==> config.mk <==
export PLATFORM = sky130hd
export DESIGN_NAME = pwl_share_sched_flat
export DESIGN_NICKNAME = d
export VERILOG_FILES = /design/src/rtl/pwl_pkg.sv /design/src/rtl/pwl_share_sched_if.sv /design/src/rtl/pwl_rr_arbiter.sv /design/src/rtl/pwl_share_sched.sv /design/src/flat_wrapper.sv
export SDC_FILE = /design/constraint.sdc
export NUM_CORES = 1
export LEC_CHECK = 0
export ABC_AREA = 0
export CORE_ASPECT_RATIO = 0.7
export CORE_MARGIN = 4
export CORE_UTILIZATION = 41
export CTS_BUF_LIST = sky130_fd_sc_hd__clkbuf_8
export CTS_CLUSTER_SIZE = 14
export DETAILED_ROUTE_END_ITERATION = 10
export GPL_TIMING_DRIVEN = 0
export PLACE_DENSITY = 0.85
export SYNTH_ARGS = -nofsm -noshare
export SYNTH_HDL_FRONTEND = slang
export SYNTH_SLANG_ARGS = --single-unit
==> constraint.sdc <==
create_clock -name clk -period 3.73 [get_ports clk]
set_clock_uncertainty 0.2 [all_clocks]
set_input_delay 0.373 -clock clk [delete_from_list [all_inputs] [get_ports clk]]
set_output_delay 0.373 -clock clk [all_outputs]
set_load 0.05 [all_outputs]
==> src/rtl/pwl_pkg.sv <==
// Shared constants and types for the PWL activation unit and its request scheduler.
package pwl_pkg;

  localparam int PWL_M     = 4;
  localparam int PWL_N     = 8;
  localparam int PWL_WIDTH = PWL_M + PWL_N;
  localparam int PWL_K_W   = PWL_WIDTH;
  localparam int PWL_B_W   = PWL_WIDTH;
  localparam int MAX_REQ   = 16;

  function automatic int clog2(input int value);
    int r;
    r = 0;
    for (int i = 0; i < 32; i++) begin
      if ((1 << r) < value) r++;
    end
    return r;
  endfunction

  localparam int TAG_IDX_W = clog2(MAX_REQ);

  // Requester index travelling alongside its operand through the PWL.
  typedef struct packed {
    logic                 valid;
    logic [TAG_IDX_W-1:0] idx;
  } pwl_tag_t;

endpackage

==> src/rtl/pwl_share_sched_if.sv <==
// Bus between the requester lanes, the scheduler and the shared PWL instance.
interface pwl_share_sched_if #(
  parameter int NUM_REQ = 4,
  parameter int WIDTH   = 12
);

  // req_valid/req_ready: operand i is taken in the cycle both bits are high;
  // valid must not depend on ready. rsp_valid is a 1-cycle strobe with no backpressure.
  logic [NUM_REQ-1:0]       req_valid;
  logic [NUM_REQ*WIDTH-1:0] req_x;
  logic [NUM_REQ-1:0]       req_ready;
  logic [WIDTH-1:0]         pwl_x;
  logic [WIDTH-1:0]         pwl_y;
  logic [NUM_REQ-1:0]       rsp_valid;
  logic [WIDTH-1:0]         rsp_y;

  modport master (
    output req_valid, req_x, pwl_y,
    input  req_ready, pwl_x, rsp_valid, rsp_y
  );

  modport slave (
    input  req_valid, req_x, pwl_y,
    output req_ready, pwl_x, rsp_valid, rsp_y
  );

endinterface

==> src/rtl/pwl_rr_arbiter.sv <==
// Round-robin arbiter: combinational one-hot grant from (valid, ptr) and the registered pointer.
module pwl_rr_arbiter
  import pwl_pkg::*;
#(
  parameter  int NUM_REQ = 4,
  localparam int PTR_W   = clog2(NUM_REQ)
) (
  input  logic               clk,
  input  logic               rst_n,
  input  logic               en,
  input  logic [NUM_REQ-1:0] valid,
  output logic [NUM_REQ-1:0] gnt,
  output logic [PTR_W-1:0]   gnt_idx
);

  logic [PTR_W-1:0] r_ptr;
  logic             w_hit_hi;
  logic             w_hit_lo;
  logic [PTR_W-1:0] w_idx_hi;
  logic [PTR_W-1:0] w_idx_lo;
  logic             w_any;

  // Descending scan so the last hit written is the lowest index in each half.
  always_comb begin
    w_hit_hi = 1'b0;
    w_hit_lo = 1'b0;
    w_idx_hi = '0;
    w_idx_lo = '0;
    for (int i = NUM_REQ - 1; i >= 0; i--) begin
      if (valid[i]) begin
        if (PTR_W'(i) >= r_ptr) begin
          w_hit_hi = 1'b1;
          w_idx_hi = PTR_W'(i);
        end else begin
          w_hit_lo = 1'b1;
          w_idx_lo = PTR_W'(i);
        end
      end
    end
  end

  always_comb begin
    w_any   = en && (w_hit_hi || w_hit_lo);
    gnt_idx = w_hit_hi ? w_idx_hi : w_idx_lo;
    gnt     = '0;
    for (int i = 0; i < NUM_REQ; i++) begin
      gnt[i] = w_any && (gnt_idx == PTR_W'(i));
    end
  end

  always_ff @(posedge clk or negedge rst_n) begin
    if (!rst_n) begin
      r_ptr <= '0;
    end else if (w_any) begin
      r_ptr <= (gnt_idx == PTR_W'(NUM_REQ - 1)) ? '0 : gnt_idx + 1'b1;
    end
  end

endmodule

==> src/rtl/pwl_share_sched.sv <==
// Time-shares one PWL unit among NUM_REQ requesters with RR issue and a latency-matched tag pipe.
// Optional perf counters (grant_cnt, busy_cnt, perf_clr) under PWL_SHARE_SCHED_PERF_EN.
module pwl_share_sched
  import pwl_pkg::*;
#(
  parameter int NUM_REQ = 4,
  parameter int WIDTH   = PWL_WIDTH,
  parameter int PWL_LAT = 0
) (
  input  logic                  clk,
  input  logic                  rst_n,
  input  logic                  en,
  pwl_share_sched_if.slave      bus,
`ifdef PWL_SHARE_SCHED_PERF_EN
  input  logic                  perf_clr,
  output logic [NUM_REQ*16-1:0] grant_cnt,
  output logic [31:0]           busy_cnt,
`endif
  output logic                  busy
);

  localparam int PTR_W = clog2(NUM_REQ);

  logic [NUM_REQ-1:0] w_gnt;
  logic [PTR_W-1:0]   w_gnt_idx;
  logic               w_hs;
  logic [WIDTH-1:0]   w_sel_x;
  logic               w_busy;
  pwl_tag_t           w_out_tag;

  logic [WIDTH-1:0]   r_pwl_x;
  pwl_tag_t           r_tag [PWL_LAT+1];
  logic [NUM_REQ-1:0] r_rsp_valid;
  logic [WIDTH-1:0]   r_rsp_y;

  pwl_rr_arbiter #(.NUM_REQ(NUM_REQ)) u_arb (
    .clk     (clk),
    .rst_n   (rst_n),
    .en      (en),
    .valid   (bus.req_valid),
    .gnt     (w_gnt),
    .gnt_idx (w_gnt_idx)
  );

  assign w_hs = |w_gnt;

  always_comb begin
    w_sel_x = '0;
    for (int i = 0; i < NUM_REQ; i++) begin
      if (w_gnt[i]) w_sel_x = w_sel_x | bus.req_x[i*WIDTH +: WIDTH];
    end
  end

  always_ff @(posedge clk or negedge rst_n) begin
    if (!rst_n) begin
      r_pwl_x <= '0;
      for (int s = 0; s <= PWL_LAT; s++) r_tag[s] <= '0;
    end else begin
      r_tag[0].valid <= w_hs;
      r_tag[0].idx   <= TAG_IDX_W'(w_gnt_idx);
      for (int s = 1; s <= PWL_LAT; s++) r_tag[s] <= r_tag[s-1];
      if (w_hs) r_pwl_x <= w_sel_x;
    end
  end

  // The last tag stage is aligned with the PWL output for the same operand.
  assign w_out_tag = r_tag[PWL_LAT];

  always_ff @(posedge clk or negedge rst_n) begin
    if (!rst_n) begin
      r_rsp_valid <= '0;
      r_rsp_y     <= '0;
    end else if (w_out_tag.valid) begin
      r_rsp_y <= bus.pwl_y;
      for (int i = 0; i < NUM_REQ; i++) begin
        r_rsp_valid[i] <= (w_out_tag.idx == TAG_IDX_W'(i));
      end
    end else begin
      r_rsp_valid <= '0;
    end
  end

  always_comb begin
    w_busy = |r_rsp_valid;
    for (int s = 0; s <= PWL_LAT; s++) w_busy = w_busy | r_tag[s].valid;
  end

  assign bus.req_ready = w_gnt;
  assign bus.pwl_x     = r_pwl_x;
  assign bus.rsp_valid = r_rsp_valid;
  assign bus.rsp_y     = r_rsp_y;
  assign busy          = w_busy;

`ifdef PWL_SHARE_SCHED_PERF_EN
  logic [15:0] r_gcnt [NUM_REQ];
  logic [31:0] r_bcnt;

  // Saturating counters; a clear in the same cycle as an increment wins.
  always_ff @(posedge clk or negedge rst_n) begin
    if (!rst_n) begin
      r_bcnt <= '0;
      for (int i = 0; i < NUM_REQ; i++) r_gcnt[i] <= '0;
    end else if (perf_clr) begin
      r_bcnt <= '0;
      for (int i = 0; i < NUM_REQ; i++) r_gcnt[i] <= '0;
    end else begin
      if (w_busy && (r_bcnt != 32'hFFFF_FFFF)) r_bcnt <= r_bcnt + 32'd1;
      for (int i = 0; i < NUM_REQ; i++) begin
        if (w_gnt[i] && (r_gcnt[i] != 16'hFFFF)) r_gcnt[i] <= r_gcnt[i] + 16'd1;
      end
    end
  end

  always_comb begin
    grant_cnt = '0;
    for (int i = 0; i < NUM_REQ; i++) grant_cnt[i*16 +: 16] = r_gcnt[i];
  end

  assign busy_cnt = r_bcnt;
`endif

endmodule

==> src/flat_wrapper.sv <==
// flat-port wrapper written by rule: the top's interface ports become plain ports
module pwl_share_sched_flat import pwl_pkg::*;
#(
  parameter int NUM_REQ = 4,
  parameter int WIDTH   = PWL_WIDTH,
  parameter int PWL_LAT = 0
)
  (clk, rst_n, en, busy, bus_req_valid, bus_req_x, bus_pwl_y, bus_req_ready, bus_pwl_x, bus_rsp_valid, bus_rsp_y);
  pwl_share_sched_if #(.NUM_REQ(NUM_REQ), .WIDTH(WIDTH)) bus_i ();
  input  logic clk;
  input  logic rst_n;
  input  logic en;
  output logic busy;
  input wire logic [$bits(bus_i.req_valid)-1:0] bus_req_valid;
  input wire logic [$bits(bus_i.req_x)-1:0] bus_req_x;
  input wire logic [$bits(bus_i.pwl_y)-1:0] bus_pwl_y;
  output wire logic [$bits(bus_i.req_ready)-1:0] bus_req_ready;
  output wire logic [$bits(bus_i.pwl_x)-1:0] bus_pwl_x;
  output wire logic [$bits(bus_i.rsp_valid)-1:0] bus_rsp_valid;
  output wire logic [$bits(bus_i.rsp_y)-1:0] bus_rsp_y;
  assign bus_i.req_valid = bus_req_valid;
  assign bus_i.req_x = bus_req_x;
  assign bus_i.pwl_y = bus_pwl_y;
  assign bus_req_ready = bus_i.req_ready;
  assign bus_pwl_x = bus_i.pwl_x;
  assign bus_rsp_valid = bus_i.rsp_valid;
  assign bus_rsp_y = bus_i.rsp_y;
  pwl_share_sched #(.NUM_REQ(NUM_REQ), .WIDTH(WIDTH), .PWL_LAT(PWL_LAT)) u_core (.clk(clk), .rst_n(rst_n), .en(en), .bus(bus_i), .busy(busy));
endmodule
==> summary.md, run 1 <==
| Metric | Value |
|---|---|
| Mapped Area | `around 1600 sq um` |
| TritonCTS buffer count | `5` |
| Sequential share of power | `about 28%` |
| Post-DP Area | `around 2600 sq um` |
| Status | `finished, final reports clean` |
| Post-CTS Setup Inserts | `0` |
| Worst-Skew Late Latency | `~0.28 ns` |
| Initial antenna violation count | `0` |
| Vias in the first global route | `~1.5k` |
| Synth unique cells | `26` |
| Final instance area | `~2800 sq um` |
| CTS H-tree depth | `2` |
| Switching Fraction | `about two fifths` |
| CTS Sinks | `33` |
| RSZ-0062 raised after global routing | `no` |
| Clock share of power | `22.5%` |
| Sequential cell area fraction in the yosys report | `about half` |
| Synth Area per Inst | `~12 sq um` |
| Final hold vios | `0` |
| Routed WL per cell | `around 16 microns` |
| Share of the synthesized area in the top cell type | `between 50% and 60%` |
| Power Internal | `1.056 mW` |
| Required time of the critical path | `about 3.2 ns` |
| Largest net degree at the start of global routing | `34` |
| Worst hold margin | `roughly 0.27 ns` |
| Starting Density | `between 40% and 50%` |
| Prevailing post-synth register cell | `dfrtp_1` |
| F_max | `~290 MHz` |
| Nets | `approximately 310` |
| Area contributors post-synth | `dfrtp_1, a22oi_1, mux2_2` |
| Max clock buf depth | `2` |
| Startpoint type of the worst setup path | `input pin` |
| Crit path arrival time | `2.93 ns` |
| Max VDD drop | `between 0.0003 and 0.0004 V` |
| Crit path time final | `between 3 and 4 ns` |
| Fin Setup TNS | `0 ns` |
| Cells after synthesis | `between 100 and 150` |
| Layout cells sized above 1 | `15.57%` |
| Syn Nets | `between 200 and 250` |
| Final setup violation count | `0` |
| FF+latch count, synth | `33` |
| Hold Crit Class | `reg -> reg` |
| Io pins | `100` |
| Endpoint class of the critical path | `primary output` |
| Row count | `18` |
| Max cap viols | `0` |
| Design Power | `between 1.5 and 2 mW` |
| Critical Setup Path Class | `in -> out` |
| Post-route DRC | `0` |
| Root buffer cell | `clkbuf_8` |
| Slew headroom | `around 53%` |
| DP Wirelength | `about 3500 microns` |
| Wirelength, routed | `4573 microns` |
| Antenna Violating Nets Remaining | `0` |
| Max-slew violations | `0` |
| Period Utilization, post-route | `between 90 and 100%` |
| First-pass GRT wire length | `just under 7000 microns` |
| Post-synth EDFFs | `0` |
| CTS tree | `built` |
| Combinational share of power | `between 40% and 50%` |
| PwrDens | `approximately 630 nW/um^2` |
| Die Span X | `82.59 microns` |
| GP Congestion | `between 0.7 and 0.8` |
| List of most frequent post-synthesis cells | `dfrtp_1, a22oi_1, nor2_1` |
| Vias | `1494` |
| DIE HEIGHT | `60.21 microns` |
| Static leakage | `around 1.2 nW` |
| Clk slew on worst S/H paths | `about 0.070 ns` |
| Via/cell ratio | `approximately 5.1` |
| Pre-antenna DRT Iters | `4` |
| Synth area leader | `dfrtp_1` |
| IO buf count | `99` |
| Core area | `roughly 3600 sq um` |
| Die area | `4972 sq um` |
| Initial drt markers | `61` |
| Grt ovf | `0` |
| Worst-path maximum fanout | `10` |
| Ys Warns | `0` |
| Ant diodes | `0` |
| Filler instances | `roughly 250` |
| Worst-margin pin slew | `about 0.71 ns` |
| Top-count cell post-synth | `dfrtp_1` |
| Sw power | `0.7029 mW` |
| Post-synth ARST share | `100.0%` |
| P&R area growth vs syn | `75.31%` |
| Gr usage total | `between 10% and 20%` |
==> sequential cells by signal, summed over array words and instances, names as in the netlist <==
signal and flops:
u_core.bus.rsp_y 12, u_core.r_tag 3, u_core.bus.pwl_x 12, u_core.bus.rsp_valid 4, u_core.u_arb.r_ptr 2
==> routing by layer <==
metal | vias to the layer above | part of all wire [%] | global-route usage (%)
met5 | - | 0 | 0
met4 | 0 | 0.66 | 5.128
met3 | 4 | 11 | 6.777
met2 | 69 | 48 | 31.96
met1 | 694 | 40 | 21.48
li1 | 727 | - | -
==> final timing paths <==
path                       cells past startpoint                       to  slack [ns]             startpoint
min in group asynchronous                      2      u_core.bus.rsp_y[1]        0.49                  rst_n
hold reg to reg                                1  u_core.bus.rsp_valid[0]        0.27        u_core.r_tag[1]
hold / removal                                 1  u_core.bus.rsp_valid[0]        0.27        u_core.r_tag[1]
setup / recovery                               8         bus_req_ready[2]        0.23       bus_req_valid[1]
setup reg to reg                               7      u_core.bus.pwl_x[0]        1.53  u_core.u_arb.r_ptr[1]
max in group asynchronous                      2      u_core.bus.pwl_x[3]        2.38                  rst_n
==> logic make-up after synthesis <==
logic type                 count (synthesis)  share of synthesized area (%)
AOI/OAI and AO/OA                         43                          20.53
and+or+nand+nor                           35                          11.36
DFF                                       33                          51.72
muxes                                     13                          9.404
buffers and inverters                      9                          3.840
adders and majority gates                  4                          3.135
==> per-stage QoR <==
stage | setup WS [ns] | util, % | std cells
finish | 0.2280 | 77.19 | 294
global route | 0.01956 | 77.19 | 294
CTS | -0.004157 | 76.95 | 294
detailed placement | -0.2140 | 72.95 | 286
global placement | -0.1677 | 73.08 | 286
floorplan | 1.408 | - | 137
==> worst max-delay path: stages <==
cell             delay (ns)
clkdlybuf4s50_1        0.47
nor3b_1                0.24
a211o_1                0.15
o21a_1                 0.18
ha_1                   0.26
clkbuf_2               0.28
and2_4                 0.18
clkdlybuf4s50_1        0.79
==> cell type report <==
cell class              count  area (sq um)  share of cell area (%)
plain buffers               8         61.31                   2.190
repair buffers            100          1003                   35.85
clock inverters             3         65.06                   2.325
flip-flops and latches     33         825.8                   29.50
clock buffers               5         68.82                   2.459
well taps                  50         62.56                   2.235
multi-input cells          95         711.9                   25.44
==> power groups by stage <==
stage	clock [mW]	combinational [mW]	sequential (mW)
after floorplan	0	0.296	0.752
after global placement	0	0.858	0.503
after detailed placement	0	0.864	0.506
after CTS	0.399	0.868	0.500
after global routing	0.418	0.915	0.512
final	0.396	0.864	0.499
==> cell usage in the layout, fill, tap and decap left out, drive strengths merged, types with 2 or more instances in the layout <==
cell | Yosys | final
nor2b | 2 | 2
clkdlybuf4s50 | 0 | 95
a31oi | 12 | 12
clkbuf | 5 | 9
nor3b | 2 | 2
buf | 4 | 5
and3 | 2 | 2
dlymetal6s2s | 0 | 3
and2 | 4 | 4
o21ai | 2 | 2
nor2 | 17 | 17
mux2 | 13 | 13
dfrtp | 33 | 33
ha | 4 | 4
bufinv | 0 | 2
nand2 | 3 | 3
nand2b | 2 | 2
a22oi | 24 | 24
==> repair_timing <==
action                                  CTS  global route
endpoints found under the setup margin    3             4
hold buffers                              1             0
resized for setup                         3             5
endpoints found under the hold margin    33             0
Note: power is estimated with default switching activity, not from simulation.
==> inputs of run 2 (changes only) <==
==> constraint.sdc (replaced) <==
create_clock -name clk -period 3.73 [get_ports clk]
set_clock_uncertainty 0.2 [all_clocks]
set_input_delay 0.9325 -clock clk [delete_from_list [all_inputs] [get_ports clk]]
set_output_delay 0.9325 -clock clk [all_outputs]
set_load 0.05 [all_outputs]
==> run 2 against run 1 <==
  * Die area is the same
  * Register-to-register slack improved by 0.14 ns
  * Utilization rose by 1.8 points
  * Routed wire length increased by 3.8%
  * Total power rose by 4.2%
  * Combinational power grew 8.2%
  * Critical endpoint unchanged
  * Largest power group unchanged
==> summary.md, run 2 (synthesized netlist as in run 1, its figures left out) <==
| Metric | Value |
|---|---|
| Critical path, cell by cell | `dlygate4sd2_1, nor3b_1, a211o_1, o21a_2, ha_4, clkbuf_8, and2_4, buf_4` |
| Crit path time final | `3.620 ns (+0.1176 ns)` |
| Vias | `1515 (+1.4%)` |
| Combinational share of power | `51.0% (+1.9 points)` |
| Final setup violation count | `0 (unchanged)` |
| Commonest cells after routing, fill and taps aside | `clkdlybuf4s50_1, dfrtp_1, a22oi_1` |
| CP top delay family | `buffers and inverters` |
| Row count | `18 (unchanged)` |
| Worst-path maximum fanout | `10 (unchanged)` |
| Largest net degree at the start of global routing | `34 (unchanged)` |
| Reg area | `825.8 sq um (unchanged)` |
| Initial antenna violation count | `0 (unchanged)` |
| Antenna Violating Nets Remaining | `0 (unchanged)` |
| Grt ovf | `0 (unchanged)` |
| Starting Density | `44.03% (unchanged)` |
| Slew headroom | `52.42% (-0.12 points)` |
| Worst-margin pin slew | `0.7138 ns (+0.001764 ns)` |
| # hold bufs at CTS | `0 (-1)` |
| Ant diodes | `0 (unchanged)` |
| Max VDD drop | `0.0003641 V (+14%)` |
| GP Congestion | `0.7493 (unchanged)` |
| F_max | `276.3 MHz (-3.2%)` |
| Fin Setup TNS | `0 ns (unchanged)` |
| DP Wirelength | `3538 microns (unchanged)` |
| First-pass GRT wire length | `7010 microns (+2.2%)` |
| Core area | `3626 sq um (unchanged)` |
| Hold path cells | `1 (unchanged)` |
| Crit-path max cell delay | `0.28 ns (-0.51 ns)` |
| Worst-Skew Late Latency | `0.28 ns (about the same)` |
| RSZ-0062 raised after global routing | `no` |
| Vias in the first global route | `1497 (-1.4%)` |
| Max cap viols | `0 (unchanged)` |
| Footprint of the multi-input gates | `758.2 sq um (+6.5%)` |
| PwrDens | `640.2 nW/um^2 (+1.9%)` |
| Via/cell ratio | `5.118 (+0.72%)` |
| Pre-antenna DRT Iters | `4 (unchanged)` |
| Clk slew on worst S/H paths | `0.07 ns (about the same)` |
| Worst R2R Path Depth | `7 (unchanged)` |
| Slowest CP cell | `dlygate4sd2_1` |
| Final hold vios | `0 (unchanged)` |
| IO buf count | `99 (unchanged)` |
| Sequential share of power | `27.3% (-1.1 points)` |
| Filler instances | `233 (-5.3%)` |
| CTS Sinks | `33 (unchanged)` |
| Static leakage | `1.174 nW (-1.1%)` |
| Routed WL per cell | `16.04 microns (+3.1%)` |
| R2R Path End | `u_core.bus.pwl_x[0]` |
| Io pins | `100 (unchanged)` |
| Commonest non-fill, non-tap cell in the layout | `clkdlybuf4s50_1` |
| Met2 WL | `2238 microns (+2.5%)` |
| Clock share of power | `21.6% (-0.9 points)` |
| Root buffer cell | `clkbuf_8` |
| Min-Delay Endpoint | `u_core.bus.rsp_valid[0]` |
| Power Internal | `1.102 mW (+4.3%)` |
| Gr usage total | `19.09% (+0.67 points)` |
| P&R area growth vs syn | `79.31%` |
| Reg2reg start | `u_core.u_arb.r_ptr[1]` |
| Sw power | `0.7312 mW (+4.0%)` |
| R2R Setup Slk | `1.67 ns (+0.14 ns)` |
| Max clock buf depth | `2 (unchanged)` |
| Initial drt markers | `56 (-8.2%)` |
| CTS H-tree depth | `2 (unchanged)` |
| Switching Fraction | `39.89% (-0.067 points)` |
| Die Span X | `82.59 microns (unchanged)` |
| Max-slew violations | `0 (unchanged)` |
| Startpoint type of the worst setup path | `input pin` |
| Crit path arrival time | `2.49 ns (-0.44 ns)` |
| M1 wire length | `1913 microns (+4.3%)` |
| DIE HEIGHT | `60.21 microns (unchanged)` |
| Critical Setup Path Class | `in -> out` |
| Max layer used | `met4` |
| CTS tree | `built` |
| Met3 wire len | `563 microns (+7.6%)` |
| Required time of the critical path | `2.60 ns (-0.56 ns)` |
| TritonCTS buffer count | `5 (unchanged)` |
| Hold Crit Class | `reg -> reg` |
| Status | `finished, final reports clean` |
| Wirelength, routed | `4748 microns (+3.8%)` |
| Post-route DRC | `0 (unchanged)` |
| Design Power | `1.833 mW (+4.2%)` |
| CP bufs+invs | `3 (unchanged)` |
| Nets | `316 (+0.64%)` |
| Die area | `4972 sq um (unchanged)` |
| Endpoint class of the critical path | `primary output` |
| Hold path start | `u_core.r_tag[1]` |
| Period Utilization, post-route | `97.04% (+3.2 points)` |
| Layout cells sized above 1 | `21.95% (+6.4 points)` |
run 2: changes by cell type in the layout (fill, tap and decap cells not counted), moves of 3 or more:
cell             delta
clkdlybuf4s50_1     -5
buf_4               +4
clkbuf_8            +3
dlygate4sd2_1       +3
dlymetal6s2s_1      -3
ha_1                -3
run 2: metrics by stage:
step	worst slack (ns)	hold WS [ns]	util (%)	cell area, sq um	instances
after detailed placement	-1.333	0.2651	72.95	2645	286
after global placement	-1.287	0.2462	73.08	2650	286
after CTS	0.05864	0.2761	78.95	2863	296
after global routing	0.04652	0.3019	78.95	2863	296
after floorplan	0.2888	0.2285	-	1597	137
final	0.1103	0.2672	78.95	2863	296
run 2: routing by layer:
layer | vias up | track usage, %
met5 | - | 0
met2 | 72 | 32.76
met4 | 0 | 4.196
met3 | 6 | 8.133
met1 | 705 | 22.33
li1 | 732 | -
run 2: layout make-up:
class                           instances  share of cell area [%]
Tap cell                               50                   2.185
Buffer                                  8                   3.059
Timing Repair Buffer                  102                   34.75
Clock inverter                          3                   2.273
Clock buffer                            5                   2.404
Sequential cell                        33                   28.85
Multi-Input combinational cell         95                   26.49
run 2: power by group through the flow:
stage / Combinational [mW] / Sequential [mW] / Clock [mW]
after CTS: 0.929 / 0.502 / 0.399
after floorplan: 0.296 / 0.752 / 0
after global placement: 0.858 / 0.503 / 0
final: 0.935 / 0.501 / 0.397
after detailed placement: 0.864 / 0.506 / 0
after global routing: 0.984 / 0.513 / 0.421
run 2: worst max path at each step:
stage / start / to / slack, ns / depth (start not counted)
after floorplan: bus_req_valid[0] / bus_req_ready[3] / 0.29 / 6
after global placement: bus_req_valid[3] / bus_req_ready[1] / -1.29 / 8
after detailed placement: bus_req_valid[3] / bus_req_ready[3] / -1.33 / 8
after CTS: bus_req_valid[3] / bus_req_ready[2] / 0.06 / 8
after global routing: bus_req_valid[2] / bus_req_ready[3] / 0.05 / 8
final: bus_req_valid[1] / bus_req_ready[2] / 0.11 / 8
run 2: what timing repair did:
action	in CTS	in global routing
pin swaps	4	1
gates resized for setup	50	3
setup buffers	3	0
endpoints found under the hold margin	0	0
endpoints found under the setup margin	4	1
